<file path="src/rtl/ppm_pkg.sv">
// Shared types and helpers for the PPM throttle transmitter.
package ppm_pkg;

  typedef enum logic [2:0] {
    IDLE,
    SEP,
    CH,
    SYNC_SEP,
    SYNC_GAP
  } ppm_state_t;

  typedef logic [14:0] us_t;

  function automatic logic [11:0] slot_width(input logic [7:0] v, input logic [11:0] min_us);
    return min_us + {2'b00, v, 2'b00};
  endfunction

endpackage

</file>
<file path="src/rtl/ppm_tick_gen.sv">
// Microsecond tick divider: one-cycle pulse every CLK_HZ/1_000_000 clocks.
module ppm_tick_gen #(
  parameter int unsigned CLK_HZ = 65_000_000
) (
  input  logic clock,
  input  logic reset,
  output logic o_tick
);

  localparam int unsigned DIV = (CLK_HZ / 1_000_000 > 0) ? CLK_HZ / 1_000_000 : 1;
  localparam int unsigned CW  = (DIV > 1) ? $clog2(DIV) : 1;
  localparam logic [CW-1:0] LAST = CW'(DIV - 1);

  logic [CW-1:0] r_cnt;

  always_ff @(posedge clock or negedge reset) begin
    if (!reset) begin
      r_cnt  <= '0;
      o_tick <= 1'b0;
    end else if (r_cnt == LAST) begin
      r_cnt  <= '0;
      o_tick <= 1'b1;
    end else begin
      r_cnt  <= r_cnt + 1'b1;
      o_tick <= 1'b0;
    end
  end

endmodule

</file>
<file path="src/rtl/ppm_throttle_tx.sv">
// PPM frame transmitter: latches throttle + aux channels once per frame and
// serializes them as low separators + high slots. Optional throttle slew: PPM_SLEW_EN.
module ppm_throttle_tx
  import ppm_pkg::*;
#(
  parameter int unsigned CLK_HZ    = 65_000_000,
  parameter int unsigned NUM_CH    = 4,
  parameter int unsigned FRAME_US  = 20000,
  parameter int unsigned PULSE_US  = 400,
  parameter int unsigned MIN_US    = 1000,
  parameter int unsigned SLEW_STEP = 16
) (
  input  logic                    clock,
  input  logic                    reset,
  input  logic                    on,
  input  logic [7:0]              hover,
  input  logic [8*(NUM_CH-1)-1:0] ch_aux,
  output logic                    ppm,
  output logic                    frame_start,
  output logic                    busy
);

  localparam int unsigned   CW      = (NUM_CH > 1) ? $clog2(NUM_CH) : 1;
  localparam logic [CW-1:0] LAST_CH = CW'(NUM_CH - 1);
  localparam logic [11:0]   PULSE_W = 12'(PULSE_US);
  localparam logic [11:0]   MIN_W   = 12'(MIN_US);
  localparam us_t           FRAME_W = us_t'(FRAME_US);

  logic        w_tick;
  logic        w_latch;
  logic [7:0]  w_thr_next;
  logic [11:0] w_slot_nx;
  logic [11:0] w_slot_end;
  us_t         w_us_nx;

  ppm_state_t  r_state;
  us_t         r_us_cnt;
  logic [11:0] r_slot_cnt;
  logic [CW-1:0] r_ch_idx;
  logic [7:0]  r_shadow [NUM_CH];
  logic        r_ppm;
  logic        r_frame_start;

  ppm_tick_gen #(.CLK_HZ(CLK_HZ)) u_tick (
    .clock  (clock),
    .reset  (reset),
    .o_tick (w_tick)
  );

  assign w_us_nx    = r_us_cnt + 1'b1;
  assign w_slot_nx  = r_slot_cnt + 12'd1;
  assign w_slot_end = slot_width(r_shadow[r_ch_idx], MIN_W);
  assign w_latch    = w_tick && ((r_state == IDLE) ||
                                 ((r_state == SYNC_GAP) && (w_us_nx == FRAME_W)));

`ifdef PPM_SLEW_EN
  localparam logic [7:0] STEP_W = (SLEW_STEP > 255) ? 8'd255 : 8'(SLEW_STEP);
  logic [7:0] r_slew;

  // Differences are compared before stepping so the 8-bit sum never wraps.
  always_comb begin
    w_thr_next = r_slew;
    if (!on)
      w_thr_next = '0;
    else if (hover > r_slew)
      w_thr_next = ((hover - r_slew) > STEP_W) ? r_slew + STEP_W : hover;
    else if (hover < r_slew)
      w_thr_next = ((r_slew - hover) > STEP_W) ? r_slew - STEP_W : hover;
  end

  always_ff @(posedge clock or negedge reset) begin
    if (!reset)       r_slew <= '0;
    else if (w_latch) r_slew <= w_thr_next;
  end
`else
  assign w_thr_next = on ? hover : '0;
`endif

  always_ff @(posedge clock or negedge reset) begin
    if (!reset) begin
      r_state       <= IDLE;
      r_us_cnt      <= '0;
      r_slot_cnt    <= '0;
      r_ch_idx      <= '0;
      r_ppm         <= 1'b1;
      r_frame_start <= 1'b0;
      for (int unsigned k = 0; k < NUM_CH; k++) r_shadow[k] <= '0;
    end else begin
      r_frame_start <= 1'b0;
      if (w_latch) begin
        r_state       <= SEP;
        r_us_cnt      <= '0;
        r_slot_cnt    <= '0;
        r_ch_idx      <= '0;
        r_ppm         <= 1'b0;
        r_frame_start <= 1'b1;
        r_shadow[0]   <= w_thr_next;
        for (int unsigned k = 1; k < NUM_CH; k++) r_shadow[k] <= ch_aux[8*k-8 +: 8];
      end else if (w_tick) begin
        r_us_cnt   <= w_us_nx;
        r_slot_cnt <= w_slot_nx;
        case (r_state)
          SEP: if (w_slot_nx == PULSE_W) begin
            r_state <= CH;
            r_ppm   <= 1'b1;
          end
          // Slot count runs from the start of the separator, so it resets here.
          CH: if (w_slot_nx == w_slot_end) begin
            r_slot_cnt <= '0;
            r_ppm      <= 1'b0;
            if (r_ch_idx == LAST_CH) begin
              r_state <= SYNC_SEP;
            end else begin
              r_ch_idx <= r_ch_idx + 1'b1;
              r_state  <= SEP;
            end
          end
          SYNC_SEP: if (w_slot_nx == PULSE_W) begin
            r_state <= SYNC_GAP;
            r_ppm   <= 1'b1;
          end
          default: ;
        endcase
      end
    end
  end

  assign ppm         = r_ppm;
  assign frame_start = r_frame_start;
  assign busy        = (r_state != IDLE);

endmodule

</file>
<file path="config.mk">
export PLATFORM = sky130hd
export DESIGN_NAME = ppm_throttle_tx
export DESIGN_NICKNAME = d
export VERILOG_FILES = /design/src/rtl/ppm_pkg.sv /design/src/rtl/ppm_tick_gen.sv /design/src/rtl/ppm_throttle_tx.sv
export SDC_FILE = /design/constraint.sdc
export NUM_CORES = 1
export LEC_CHECK = 0
export ABC_CLOCK_PERIOD_IN_PS = 4630
export BUFFER_PORTS_ARGS = -buffer_cell sky130_fd_sc_hd__buf_2
export CAP_MARGIN = 30
export CORE_AREA = 8 8 108 110
export CTS_CLUSTER_DIAMETER = 30
export DETAILED_ROUTE_END_ITERATION = 16
export DIE_AREA = 0 0 116 118
export PLACE_DENSITY = 0.64
export SLEW_MARGIN = 20
export SYNTH_ARGS = -nofsm -noshare
export SYNTH_HDL_FRONTEND = slang
export SYNTH_SLANG_ARGS = --single-unit
</file>
<file path="constraint.sdc">
create_clock -name clock -period 4.63 [get_ports clock]
set_input_delay 0.926 -clock clock [delete_from_list [all_inputs] [get_ports clock]]
set_output_delay 0.926 -clock clock [all_outputs]
set_load 0.02 [all_outputs]
</file>
After elaboration in Yosys (flattened, before gate mapping):

Index checks and enable logic that the tools add are counted.

* flip-flop bits (word level): 74
* bits in latches: 0
* memory bits (writable): 0
* ROM bits: 0
* word-level logic and storage cells: 77
* memories kept: 0

* add/subtract/negate cells: 5
* multiply operators: 0
* divide/modulo/power cells: 0
* order comparisons: 1
* equality and inequality tests: 14
* shift operators: 0
* multiplexer cells: 30
* bitwise gates (word level): 1
* reductions and logical operators: 14

Operators by type and width (count)
* 12-bit two-way mux: 4
* 15-bit two-way mux: 2
* 8-bit two-way mux: 3
* 8-bit binary-select mux with 2-bit select: 1
* 15-bit by 1-bit adder with 15-bit output, second input constant: 1
* 15-bit equality test, second input constant: 1
* 3-bit two-way mux: 5
* 12-bit by 1-bit adder with 12-bit output, second input constant: 1
* 12-bit by 11-bit equality test with 1-bit output: 1
* 12-bit by 9-bit equality test with 1-bit output, second input constant: 1
* 2-bit two-way mux: 6
* 10-bit by 10-bit adder with 11-bit output, first input constant: 1
* 3-bit != test, second input constant: 3
* 3-bit case mux with 3 select lines: 1
* 4-bit AND reduction: 2
* 7-bit by 1-bit adder with 7-bit output, second input constant: 1
* 7-bit equality test, second input constant: 1
* 7-bit two-way mux: 1
* 3-bit by 2-bit equality test with 1-bit output, second input constant: 2
* 1-bit two-way mux: 6
* 2-bit nonzero test: 3
* 3-bit nonzero test: 2
* 5-bit AND reduction: 1
* 4-bit nonzero test: 1
* other kinds (13): 14

Longest topological paths before layout:

Gate-level depths: netlist (run 1).

* word-level depth: 10
* depth in mapped cells: 12

Cells and area by module:

Synthesis (run 1) repeated with hierarchy kept, for this count alone.

* cell total of the unflattened synthesis: 415
* area, all modules: 4222.8 µm²

By module, submodules not included
* ppm_throttle_tx: instances 1, cells an instance 387, area an instance 3886.2 µm², sequential area each 1652.8 µm²
* ppm_tick_gen: instances 1, cells an instance 28, area an instance 336.6 µm², sequential area each 200.2 µm²

Worst setup path before layout (run 1):

No wires, ideal clock.

* path type: register to register
* start: register r_ch_idx[0]
* end: register r_slot_cnt[9]
* library setup time: 0.126 ns
* arrival time: 3.101 ns
* path slack: 1.403 ns
* cell stages (with the launch flop): 10
* clock period less this slack: 3.227 ns
* cell sequence: dfrtp_1 buf_6 mux4_2 or4_4 or4_1 a21oi_2 a211oi_2 nor3_4 nor2_2 a221o_1

* word-level cells in the longest chain between the ends: 10

Ends and longest elaborated chain
* from (decl): line ppm_throttle_tx.sv:39 `logic [CW-1:0] r_ch_idx;`
* from (signal assigned): line ppm_throttle_tx.sv:114 `r_ch_idx <= r_ch_idx + 1'b1;`
* 2-bit NOT with 3-bit output (implied by the code): line ppm_throttle_tx.sv:52 `assign w_slot_end = slot_width(r_shadow[r_ch_idx], MIN_W);`
* 8-bit binary-select mux with 2-bit select: line ppm_throttle_tx.sv:52
* 8-bit two-way mux (implied by the code) (2 in a row): line ppm_throttle_tx.sv:52
* 10-bit by 10-bit adder with 11-bit output: line ppm_pkg.sv:15 `return min_us + {2'b00, v, 2'b00};`
* 12-bit by 11-bit equality test with 1-bit output: line ppm_throttle_tx.sv:108 `CH: if (w_slot_nx == w_slot_end) begin`
* 12-bit two-way mux: line ppm_throttle_tx.sv:108
* 12-bit two-way mux: line ppm_throttle_tx.sv:102 `case (r_state)`
* 12-bit two-way mux: line ppm_throttle_tx.sv:99 `end else if (w_tick) begin`
* 12-bit two-way mux: line ppm_throttle_tx.sv:90 `if (w_latch) begin`
* to (signal assigned): line ppm_throttle_tx.sv:101 `r_slot_cnt <= w_slot_nx;`
* to (decl): line ppm_throttle_tx.sv:38 `logic [11:0] r_slot_cnt;`

No other way between the ends. The select of a mux whose other input is x is not followed.
A chain may end at the register's enable or synchronous reset.

Final worst setup path (run 1):

* start: register r_ch_idx[0]
* end: register r_slot_cnt[5]

Same word-level chain as after synthesis.

==> results of run 1 <==
-- cells in the mapped netlist, types with 6 or more instances --
master and instances:
inv_1 12, nand2_1 47, mux4_2 6, dfrtp_1 73
o21ai_0 30, xnor2_1 16, clkbuf_1 20, a21oi_1 10
nand3_1 21, nand4_1 7, o31ai_1 13, xor2_1 6
ha_1 8, nor4b_1 7, and3_1 7, mux2_2 25
nor3_1 11, nor2_1 21
-- stage by stage --
| step | total power [uW] | setup WS [ns] | hold slack (ns) | area [um2] | instances |
|---|---|---|---|---|---|
| 3_3_place_gp | 717 | 0.895 | 0.457 | 4600 | 580 |
| 6_report | 1330 | 0.803 | 0.480 | 4870 | 597 |
| 2_1_floorplan | 686 | 1.40 | 0.442 | 4330 | 430 |
| 4_1_cts | 1350 | 0.811 | 0.486 | 4850 | 596 |
| 3_5_place_dp | 718 | 0.828 | 0.469 | 4600 | 580 |
| 5_1_grt | 1380 | 0.636 | 0.504 | 4870 | 597 |
-- worst max path at each step --
stage / start / depth (start not counted) / end / slack, ns
after floorplan: r_ch_idx[0] / 9 / r_slot_cnt[9] / 1.40
after global placement: r_ch_idx[0] / 9 / r_slot_cnt[7] / 0.90
after detailed placement: r_ch_idx[0] / 9 / r_slot_cnt[5] / 0.83
after CTS: r_ch_idx[0] / 9 / r_slot_cnt[5] / 0.81
after global routing: r_ch_idx[0] / 9 / r_slot_cnt[7] / 0.64
final: r_ch_idx[0] / 9 / r_slot_cnt[5] / 0.80
-- tightest hold or removal path: cells and delay by family, from the launching register on --
family             cells  cell delay (ns)
AOI/OAI and AO/OA      1             0.06
and+or+nand+nor        1             0.05
DFF                    1             0.34
-- layout make-up --
type	count	area, um2	area share (%)
Clock inverter	7	124	2.54
Sequential cell	74	1850	38.0
Clock buffer	9	124	2.54
Timing Repair Buffer	42	238	4.88
Tap cell	136	170	3.49
Multi-Input combinational cell	317	2320	47.6
Inverter	12	45.0	0.925
-- per-layer routing --
layer	global-route usage (%)	wire length [um]	share of wire, %	up-vias
li1	-	-	-	1653
met1	20.4	4510	46	1624
met2	22.5	4500	46	106
met3	3.95	583	6.0	15
met4	5.84	177	1.8	0
met5	0	0	0	-
-- cells by family after synthesis --
kind of cell,count (synthesis)
multiplexers,35
AND/OR/NAND/NOR,149
AO/OA/AOI/OAI,101
buffers and inverters,39
adder cells (fa/ha/maj),8
XOR/XNOR,24
flip-flops,74
-- power by group --
group / leakage, uW / internal (uW) / switching [uW]
registers: 0.000919 / 656 / 6.70
clock network: 0.000120 / 363 / 265
logic: 0.000990 / 21.7 / 20.8
-- state kept, by name, indices dropped and copies added (netlist names) --
signal / count
r_slot_cnt: 12
u_tick.r_cnt: 7
ppm: 1
frame_start: 1
u_tick.o_tick: 1
r_shadow: 32
r_state: 3
r_us_cnt: 15
r_ch_idx: 2
==> metrics.cfg, run 1 <==
[floorplan]
fp.dieH_um = 118
start_util_pct = 43.3
die_w_um = 116
core_area_um2 = 10000
die_area_um2 = 13700
ios = 38
rows = 37

[placement]
dp_hpwl_mm = 6.94
gp_congestion = 0.843
io_buffers = 37

[min_path]
min_to = r_shadow[30]
holdPathStages = 2
hold_start = r_shadow[30]
hold_class = reg -> reg

[critical_path]
endpoint_kind = flop
r2r-start = r_ch_idx[0]
critical_path.max_fanout = 13
crit_chain = mux4_1, or4_4, or4_1, a21oi_2, a211oi_2, nor3_4, buf_4, o31ai_1, a21o_1
worstSetupPathType = reg -> reg
r2r_slack_ns = 0.80
slowest_delay_ns = 0.72
arrival_ns = 4.08
worstSetupStartpointType = flop
r2r_cells = 9
path_delay_family = simple AND/OR/NAND/NOR gates
crit_buf_inv = 1
reg2reg_to = r_slot_cnt[5]
cp.required_ns = 4.89
crit_path_top_delay_cell = dfrtp_1

[flow_run]
drv.max_cap_violation_count = 0

[synthesis]
synth_xor_area_share_pct = 5.49
synthMuxAreaShare_pct = 11.3
ys_warn_count = 0
synth_nets = 473
synth-simple-area-share_pct = 18.0
synth_cells = 430
synthArstFlopShare_pct = 100
synth_compound_area_share_pct = 16.4
avgSynthCellArea_um2 = 10.1
synth_area_um2 = 4330
synth_top_family_by_area = simple AND/OR/NAND/NOR gates
synthFlopType = dfrtp_1
yosysTopAreaCell = dfrtp_1
synth-seq-cells = 74
synth_top_area_share_pct = 42.2
synthAdderAreaFrac_pct = 2.31
synthTopCellsByArea = dfrtp_1 (42%), mux2_2 (6.5%), nand2_1 (4.1%), o21ai_0 (3.5%), xnor2_1 (3.2%)
ys_seq_area_share_pct = 42.8
synth_edf_count = 0
synth.distinct_cells = 64

[cts]
cts_resized = 0
htreeDepth = 3
cts_buffers = 9
cts_tree = yes
clk_pin_slew_ns = 0.08
holdBufCountCts = 0
clock_sinks = 74
cts_root_buf = clkbuf_8
cts_post_setup_buffers_inserted = 0
clockBufferDepth = 2
clk_latency_ns = 0.36

[detailed_routing]
drt-initial-drc-count = 187
wl_per_cell_um = 16.4
via_per_inst = 5.69
first_pass_iters = 4
drc = 0
routed_wl_mm = 9.76
vias = 3398
route.antenna.remaining_nets = 0

[power_and_ir_drop]
pwr_density_cell_nw_per_um2 = 274
power.leakage_uw = 0.00203
ir_drop_uv = 227

[global_route]
overflow = 0
first_global_vias = 3444
antenna_found_initial = 0
grt_usage_pct = 15.1
grt_pass1_wl_mm = 16.8
grt_start_max_net_pins = 75

[timing]
hold_viol_final = 0
tightest_slew_ns = 0.741
timing.fmax_mhz = 261
rsz0062_at_grt = no
relSlewSlack_pct = 50.6
slew_violations = 0
fin_skew_ns = 0.0119
fin_setup_tns_ns = 0
period_minus_slack_ns = 3.83
final-setup-viol-count = 0
min_period_over_period_pct = 82.6

[layout]
fillCellCount = 960
nNetsFinal = 499
utilization_pct = 48.7
drive_gt1_share_pct = 21.9
antenna_cells = 0
syn2layout_area_growth_pct = 12.4
layout.cells.most_common_list = dfrtp_1 (73), nand2_1 (47), buf_2 (36), o21ai_0 (30), mux2_2 (25)
layout_commonest_cell = dfrtp_1

[run_status]
outcome = finished clean

Note: power is estimated with default switching activity, not from simulation.
==> inputs of run 2 (changes only) <==
--- a/config.mk
+++ b/config.mk
@@ -5,14 +5,15 @@
 export SDC_FILE = /design/constraint.sdc
 export NUM_CORES = 1
 export LEC_CHECK = 0
-export ABC_CLOCK_PERIOD_IN_PS = 4630
+export ABC_AREA = 1
+export ABC_CLOCK_PERIOD_IN_PS = 3500
 export BUFFER_PORTS_ARGS = -buffer_cell sky130_fd_sc_hd__buf_2
 export CAP_MARGIN = 30
-export CORE_AREA = 8 8 108 110
+export CORE_AREA = 8 8 107 109
 export CTS_CLUSTER_DIAMETER = 30
 export DETAILED_ROUTE_END_ITERATION = 16
-export DIE_AREA = 0 0 116 118
-export PLACE_DENSITY = 0.64
+export DIE_AREA = 0 0 115 117
+export PLACE_DENSITY = 0.66
 export SLEW_MARGIN = 20
 export SYNTH_ARGS = -nofsm -noshare
 export SYNTH_HDL_FRONTEND = slang
==> constraint.sdc (replaced) <==
create_clock -name clock -period 3.5 [get_ports clock]
set_input_delay 0.7 -clock clock [delete_from_list [all_inputs] [get_ports clock]]
set_output_delay 0.7 -clock clock [all_outputs]
set_load 0.02 [all_outputs]
==> run 2 against run 1 <==
Power rose by 18%. Hold slack got worse by 0.21 ns. Synthesized area fell by 1.5%. Synthesized cell count rose by 40%. Combinational power fell by 5.4%. Clock power rose by 7.2%. Final cell count rose by 30%. Count of clock-buffer cells in the layout rose by 1. Sequential power rose by 29%. Clock skew fell by 0.0027 ns. Register-to-register slack improved by 0.05 ns. Largest cell class unchanged. Flip-flop and latch count did not move.
==> metrics.cfg, run 2 <==
[global_route]
grt_pass1_wl_mm = 17.1  ; +1.8%
first_global_vias = 3813  ; +11%
grt_start_max_net_pins = 47  ; -37%
grt_usage_pct = 15.7  ; +0.61 points
antenna_found_initial = 0  ; unchanged
overflow = 0  ; unchanged

[floorplan]
ios = 38  ; unchanged
die_w_um = 115  ; -0.86%
fp.dieH_um = 117  ; -0.85%
core_area_um2 = 9910  ; -0.93%
start_util_pct = 43.1  ; -0.25 points
rows = 37  ; unchanged
die_area_um2 = 13500  ; -1.7%

[power_and_ir_drop]
power.leakage_uw = 0.00232  ; +14%
seqPwrFrac_pct = 54.5  ; +4.8 points
swShare_pct = 22.2  ; +0.27 points
pwr-share-clk_pct = 43.0  ; -4.1 points
comb_power_share_pct = 2.6  ; -0.6 points
p_int_uw = 1220  ; +17%
switching_power_uw = 348  ; +19%
ir_drop_uv = 191  ; -16%
pwr_density_cell_nw_per_um2 = 330  ; +21%

[timing]
relSlewSlack_pct = 49.7  ; -0.93 points
hold_viol_final = 0  ; unchanged
fin_skew_ns = 0.00919  ; -0.00272 ns
tightest_slew_ns = 0.754  ; +0.0132 ns
fin_setup_tns_ns = 0  ; unchanged
slew_violations = 0  ; unchanged
min_period_over_period_pct = 75.7  ; -7.0 points
timing.fmax_mhz = 378  ; +44%
final-setup-viol-count = 0  ; unchanged
rsz0062_at_grt = no
setup_ws_ns = 0.851  ; +0.0476 ns
period_minus_slack_ns = 2.65  ; -1.18 ns

[detailed_routing]
vias = 3811  ; +12%
first_pass_iters = 4  ; unchanged
wl_per_cell_um = 12.3  ; -25%
via_per_inst = 4.91  ; -14%
route.antenna.remaining_nets = 0  ; unchanged
drc = 0  ; unchanged
routed_wl_mm = 9.54  ; -2.2%
drt-initial-drc-count = 150  ; -20%

[critical_path]
crit_path_top_delay_cell = dfrtp_1
worstSetupPathType = reg -> reg
critical_path.max_fanout = 19  ; +6
arrival_ns = 2.86  ; -1.22 ns
endpoint_kind = flop
cp.required_ns = 3.71  ; -1.18 ns
slowest_delay_ns = 0.78  ; +0.06 ns
crit_chain = inv_6, nand2_1, nand3_1, nand2_1, inv_1, ha_1, inv_1, nand3_1, nor2_1, xor2_1, nor2_2, nand3_2, nand2_2, o22ai_1
worstSetupStartpointType = flop

[min_path]
hold_class = in -> async

[cts]
cts_tree = yes
cts_buffers = 9  ; unchanged
htreeDepth = 3  ; unchanged
clk_latency_ns = 0.35  ; about the same
cts_post_setup_buffers_inserted = 0  ; unchanged
holdBufCountCts = 0  ; unchanged
cts_resized = 0  ; unchanged
clockBufferDepth = 2  ; unchanged
clk_pin_slew_ns = 0.08  ; about the same
cts_root_buf = clkbuf_8
clock_sinks = 74  ; unchanged

[placement]
io_buffers = 37  ; unchanged
dp_hpwl_mm = 7.26  ; +4.7%
place_ws_ns = 0.867  ; +0.0397 ns
gp_congestion = 0.855  ; +1.5%
placed_cell_area_um2 = 4550  ; -1.2%

[synthesis]
synthTopCellsByArea = dfrtp_1 (43%), nand2_1 (23%), nand3_1 (7.3%), inv_1 (4.6%), nor2_1 (3.2%)
synth_edf_count = 0  ; unchanged
synth.distinct_cells = 31  ; -52%
synthFlopType = dfrtp_1
synth_commonest_cells = nand2_1 (256), dfrtp_1 (73), nand3_1 (62)
ys_seq_area_share_pct = 43.4  ; +0.65 points
synth_area_um2 = 4270  ; -1.5%
yosysTopAreaCell = dfrtp_1
synth_cells = 601  ; +40%
avgSynthCellArea_um2 = 7.10  ; -30%
synth_top_area_share_pct = 42.8  ; +0.64 points
synth_nets = 644  ; +36%
synthArstFlopShare_pct = 100  ; unchanged
ys_warn_count = 0  ; unchanged
yosysMostFrequentCell = nand2_1
synth-seq-cells = 74  ; unchanged

[layout]
layout_commonest_cell = nand2_1
fin_area_um2 = 4750  ; -2.4%
nNetsFinal = 678  ; +36%
largestRegisters = r_shadow x32, r_us_cnt x15, r_slot_cnt x12
layout.cells.most_common_list = nand2_1 (256), dfrtp_1 (73), nand3_1 (62), inv_1 (52), buf_2 (37)
syn2layout_area_growth_pct = 11.4
top_register = r_shadow
antenna_cells = 0  ; unchanged
largest_register_ffs = 32  ; unchanged
drive_gt1_share_pct = 13.0  ; -8.9 points

[flow_run]
drv.max_cap_violation_count = 0  ; unchanged

[run_status]
outcome = finished clean

==> run 2: path summary, 6_finish.rpt <==
path	startpoint	endpoint	slack, ns	cells past startpoint
max	r_ch_idx[0]	r_slot_cnt[6]	0.85	14
min	reset	r_us_cnt[8]	0.27	1
max reg2reg	r_ch_idx[0]	r_slot_cnt[6]	0.85	14
min reg2reg	ppm	ppm	0.47	2
max in group asynchronous	reset	u_tick.r_cnt[3]	2.63	2
min in group clock	ppm	ppm	0.47	2
==> run 2: power by group through the flow <==
stage | Sequential [uW] | Combinational, uW | Clock [uW]
finish | 854 | 40.1 | 673
CTS | 854 | 42.2 | 689
global route | 854 | 47.2 | 730
detailed placement | 871 | 42.1 | 0
global placement | 871 | 41.7 | 0
floorplan | 871 | 2.76 | 0
==> run 2: logic make-up (layout without fill, tap and decap cells) <==
kind of cell	count (synthesis)	count (layout)	synth area share, %
AOI/OAI and AO/OA	45	45	5.66
DFF	74	74	43.4
xor gates and xnor gates	10	10	2.05
adders and majority gates	8	8	2.35
buffers and inverters	74	113	7.77
and+or+nand+nor	390	390	38.7
==> run 2: layer usage <==
metal  track usage (%)  wire length [um]
met5                 0                 0
met1              20.2              4580
met2              25.4              4360
met3              3.49               378
met4              5.87               223
==> run 2: through the flow <==
step	utilization, %	total power, uW	cells	hold slack [ns]
final	48.0	1570	776	0.267
after global routing	48.0	1630	776	0.280
after CTS	48.0	1590	776	0.270
after detailed placement	45.9	913	760	0.466
after global placement	45.9	913	760	0.466
after floorplan	-	874	601	0.404
==> run 2: worst max-delay path: cells and delay by family (launching register included) <==
kind            cells  cell delay (ns)
xor+xnor            1             0.09
flops               1             0.78
buf+inv             3             0.29
simple gates        8             1.04
fa+ha+maj           1             0.21
compound gates      1             0.10
==> run 2: layout make-up <==
| type | instances | area (um2) |
|---|---|---|
| Clock buffer | 10 | 138 |
| Clock inverter | 6 | 66.3 |
| Fill cell | 1028 | 5150 |
| Inverter | 56 | 216 |
| Multi-Input combinational cell | 453 | 2080 |
| Sequential cell | 74 | 1850 |
| Tap cell | 136 | 170 |
| Timing Repair Buffer | 41 | 228 |
==> inputs of run 3 (changes only) <==
--- a/config.mk
+++ b/config.mk
@@ -6,7 +6,7 @@
 export NUM_CORES = 1
 export LEC_CHECK = 0
 export ABC_AREA = 1
-export ABC_CLOCK_PERIOD_IN_PS = 3500
+export ABC_CLOCK_PERIOD_IN_PS = 2350
 export BUFFER_PORTS_ARGS = -buffer_cell sky130_fd_sc_hd__buf_2
 export CAP_MARGIN = 30
 export CORE_AREA = 8 8 107 109
==> constraint.sdc (replaced) <==
create_clock -name clock -period 2.35 [get_ports clock]
set_input_delay 0.47 -clock clock [delete_from_list [all_inputs] [get_ports clock]]
set_output_delay 0.47 -clock clock [all_outputs]
set_load 0.02 [all_outputs]
==> run 3 against run 2 <==
Final area is 9.6% higher. Highest routed layer unchanged. Power up 50%. Clock skew up 0.00094 ns.
==> metrics.cfg, run 3 (synthesis results as in run 2) <==
[floorplan]
start_util_pct = 43.1  ; unchanged
rows = 37  ; unchanged
core_area_um2 = 9910  ; unchanged
die_area_um2 = 13500  ; unchanged
ios = 38  ; unchanged
die_w_um = 115  ; unchanged
fp.dieH_um = 117  ; unchanged

[min_path]
hold_class = in -> reg
holdPathStages = 3
hold_start = ch_aux[21]
min_to = r_shadow[5]

[detailed_routing]
route.antenna.remaining_nets = 0  ; unchanged
drt-initial-drc-count = 198  ; +32%
via_per_inst = 4.89  ; -0.41%
drc = 0  ; unchanged
vias = 3908  ; +2.5%
wl_per_cell_um = 12.9  ; +5.1%
first_pass_iters = 4  ; unchanged
routed_wl_mm = 10.3  ; +8.2%

[placement]
gp_congestion = 0.857  ; +0.19%
io_buffers = 37  ; unchanged
place_ws_ns = -0.117  ; -0.984 ns
dp_hpwl_mm = 7.36  ; +1.4%

[critical_path]
r2r-start = r_ch_idx[0]
critical_path.max_fanout = 7  ; -12
endpoint_kind = flop
reg2reg_to = r_state[2]
arrival_ns = 2.52  ; -0.34 ns
worstSetupStartpointType = flop
r2r_cells = 15  ; +1
worstSetupPathType = reg -> reg
r2r_slack_ns = 0.09  ; -0.76 ns
cp.required_ns = 2.60  ; -1.11 ns

[layout]
antenna_cells = 0  ; unchanged
largest_register_ffs = 32  ; unchanged
fillCellCount = 988  ; -3.9%
utilization_pct = 52.6  ; +4.6 points
largestRegisters = r_shadow x32, r_us_cnt x15, r_slot_cnt x12
syn2layout_area_growth_pct = 22.1
top_register = r_shadow
layout_commonest_cell = nand2_1
nNetsFinal = 701  ; +3.4%
drive_gt1_share_pct = 22.8  ; +9.8 points
layout.cells.most_common_list = nand2_1 (239), dfrtp_1 (70), nand3_1 (49), inv_1 (48), buf_2 (37)

[power_and_ir_drop]
pwr_density_cell_nw_per_um2 = 451  ; +37%
power.leakage_uw = 0.00247  ; +6.2%
swShare_pct = 23.7  ; +1.5 points
seqPwrFrac_pct = 54.2  ; -0.3 points
pwr-share-clk_pct = 43.3  ; +0.3 points
ir_drop_uv = 302  ; +58%
switching_power_uw = 557  ; +60%
p_int_uw = 1790  ; +47%
comb_power_share_pct = 2.5  ; about the same
power_uw = 2350  ; +50%

[timing]
hold_viol_final = 0  ; unchanged
min_period_over_period_pct = 96.3  ; +21 points
timing.fmax_mhz = 442  ; +17%
relSlewSlack_pct = 70.6  ; +21 points
whs_ns = 0.304  ; +0.0376 ns
setup_ws_ns = 0.0874  ; -0.764 ns
tightest_slew_ns = 0.442  ; -0.313 ns
period_minus_slack_ns = 2.26  ; -0.386 ns
fin_skew_ns = 0.0101  ; +0.000944 ns
final-setup-viol-count = 0  ; unchanged
slew_violations = 0  ; unchanged

[global_route]
first_global_vias = 3793  ; -0.52%
antenna_found_initial = 0  ; unchanged
grt_usage_pct = 16.0  ; +0.34 points
overflow = 0  ; unchanged
grt_start_max_net_pins = 36  ; -23%
grt_pass1_wl_mm = 17.3  ; +1.2%

[cts]
htreeDepth = 3  ; unchanged
clock_sinks = 74  ; unchanged
cts_buffers = 9  ; unchanged
clk_latency_ns = 0.35  ; about the same
cts_root_buf = clkbuf_8
clockBufferDepth = 2  ; unchanged
clk_pin_slew_ns = 0.09  ; about the same
cts_tree = yes

[flow_run]
drv.max_cap_violation_count = 0  ; unchanged

[run_status]
outcome = finished clean

[run 3: changes by cell type in the layout (fill, tap and decap cells not counted), sizes merged]
cell and delta:
dlygate4sd3 +1, clkinvlp +1, buf +21
[run 3: cell type report]
type / instances / area (um2) / area share, %
Multi-Input combinational cell: 453 / 2350 / 45.1
Sequential cell: 74 / 1860 / 35.6
Timing Repair Buffer: 64 / 415 / 7.97
Inverter: 56 / 216 / 4.15
Tap cell: 136 / 170 / 3.27
Clock buffer: 9 / 124 / 2.38
Clock inverter: 7 / 77.6 / 1.49
[run 3: what timing repair did]
action / 4_1_cts / 5_1_grt
pin swaps: 0 / 23
hold endpoints to repair: 9 / 0
resized for setup: 2 / 72
hold buffers: 1 / 0
setup buffers: 0 / 9
setup endpoints to repair: 17 / 49
[run 3: metrics by stage]
| step | area [um2] | cells | TNS (ns) |
|---|---|---|---|
| 6_report | 5210 | 799 | 0 |
| 5_1_grt | 5210 | 799 | -0.261 |
| 4_1_cts | 4860 | 790 | 0 |
| 3_5_place_dp | 4650 | 773 | -0.786 |
| 3_3_place_gp | 4650 | 773 | -0.461 |
| 2_1_floorplan | 4270 | 601 | 0 |
[run 3: per-layer routing]
layer | vias up | global-route usage (%) | part of all wire [%]
met1 | 1809 | 19.8 | 46
met4 | 0 | 6.57 | 1.8
met5 | - | 0 | 0
met2 | 70 | 26.9 | 49
li1 | 2014 | - | -
met3 | 15 | 3.28 | 3.7
[run 3: worst max-delay path by stage]
stage / slack [ns] / end / cells past startpoint / startpoint
2_1_floorplan: 0.31 / r_state[0] / 18 / r_ch_idx[1]
3_3_place_gp: -0.05 / r_slot_cnt[7] / 14 / r_ch_idx[0]
3_5_place_dp: -0.12 / r_slot_cnt[7] / 13 / r_us_cnt[0]
4_1_cts: 0.04 / r_slot_cnt[5] / 13 / r_ch_idx[1]
5_1_grt: -0.04 / r_ch_idx[0] / 18 / r_ch_idx[0]
6_report: 0.09 / r_state[2] / 15 / r_ch_idx[0]
[run 3: power by group through the flow]
stage	clock network [uW]	registers, uW	logic, uW
final	1020	1270	59.0
after global routing	1110	1270	69.1
after CTS	1030	1270	61.6
after detailed placement	0	1300	60.4
after global placement	0	1300	59.8
after floorplan	0	1300	4.11
[run 3: critical path, cell delays in order, from the launching register on]
cell	delay (ns)
dfrtp_2	0.46
clkinv_4	0.13
buf_4	0.15
buf_4	0.13
nand2_1	0.07
nand3_2	0.10
nand2_2	0.12
nand3_2	0.11
nor2_2	0.16
xor2_2	0.20
nor2_4	0.07
nand3_4	0.08
nand3_4	0.12
buf_6	0.13
nand3_1	0.07
nand2_1	0.05
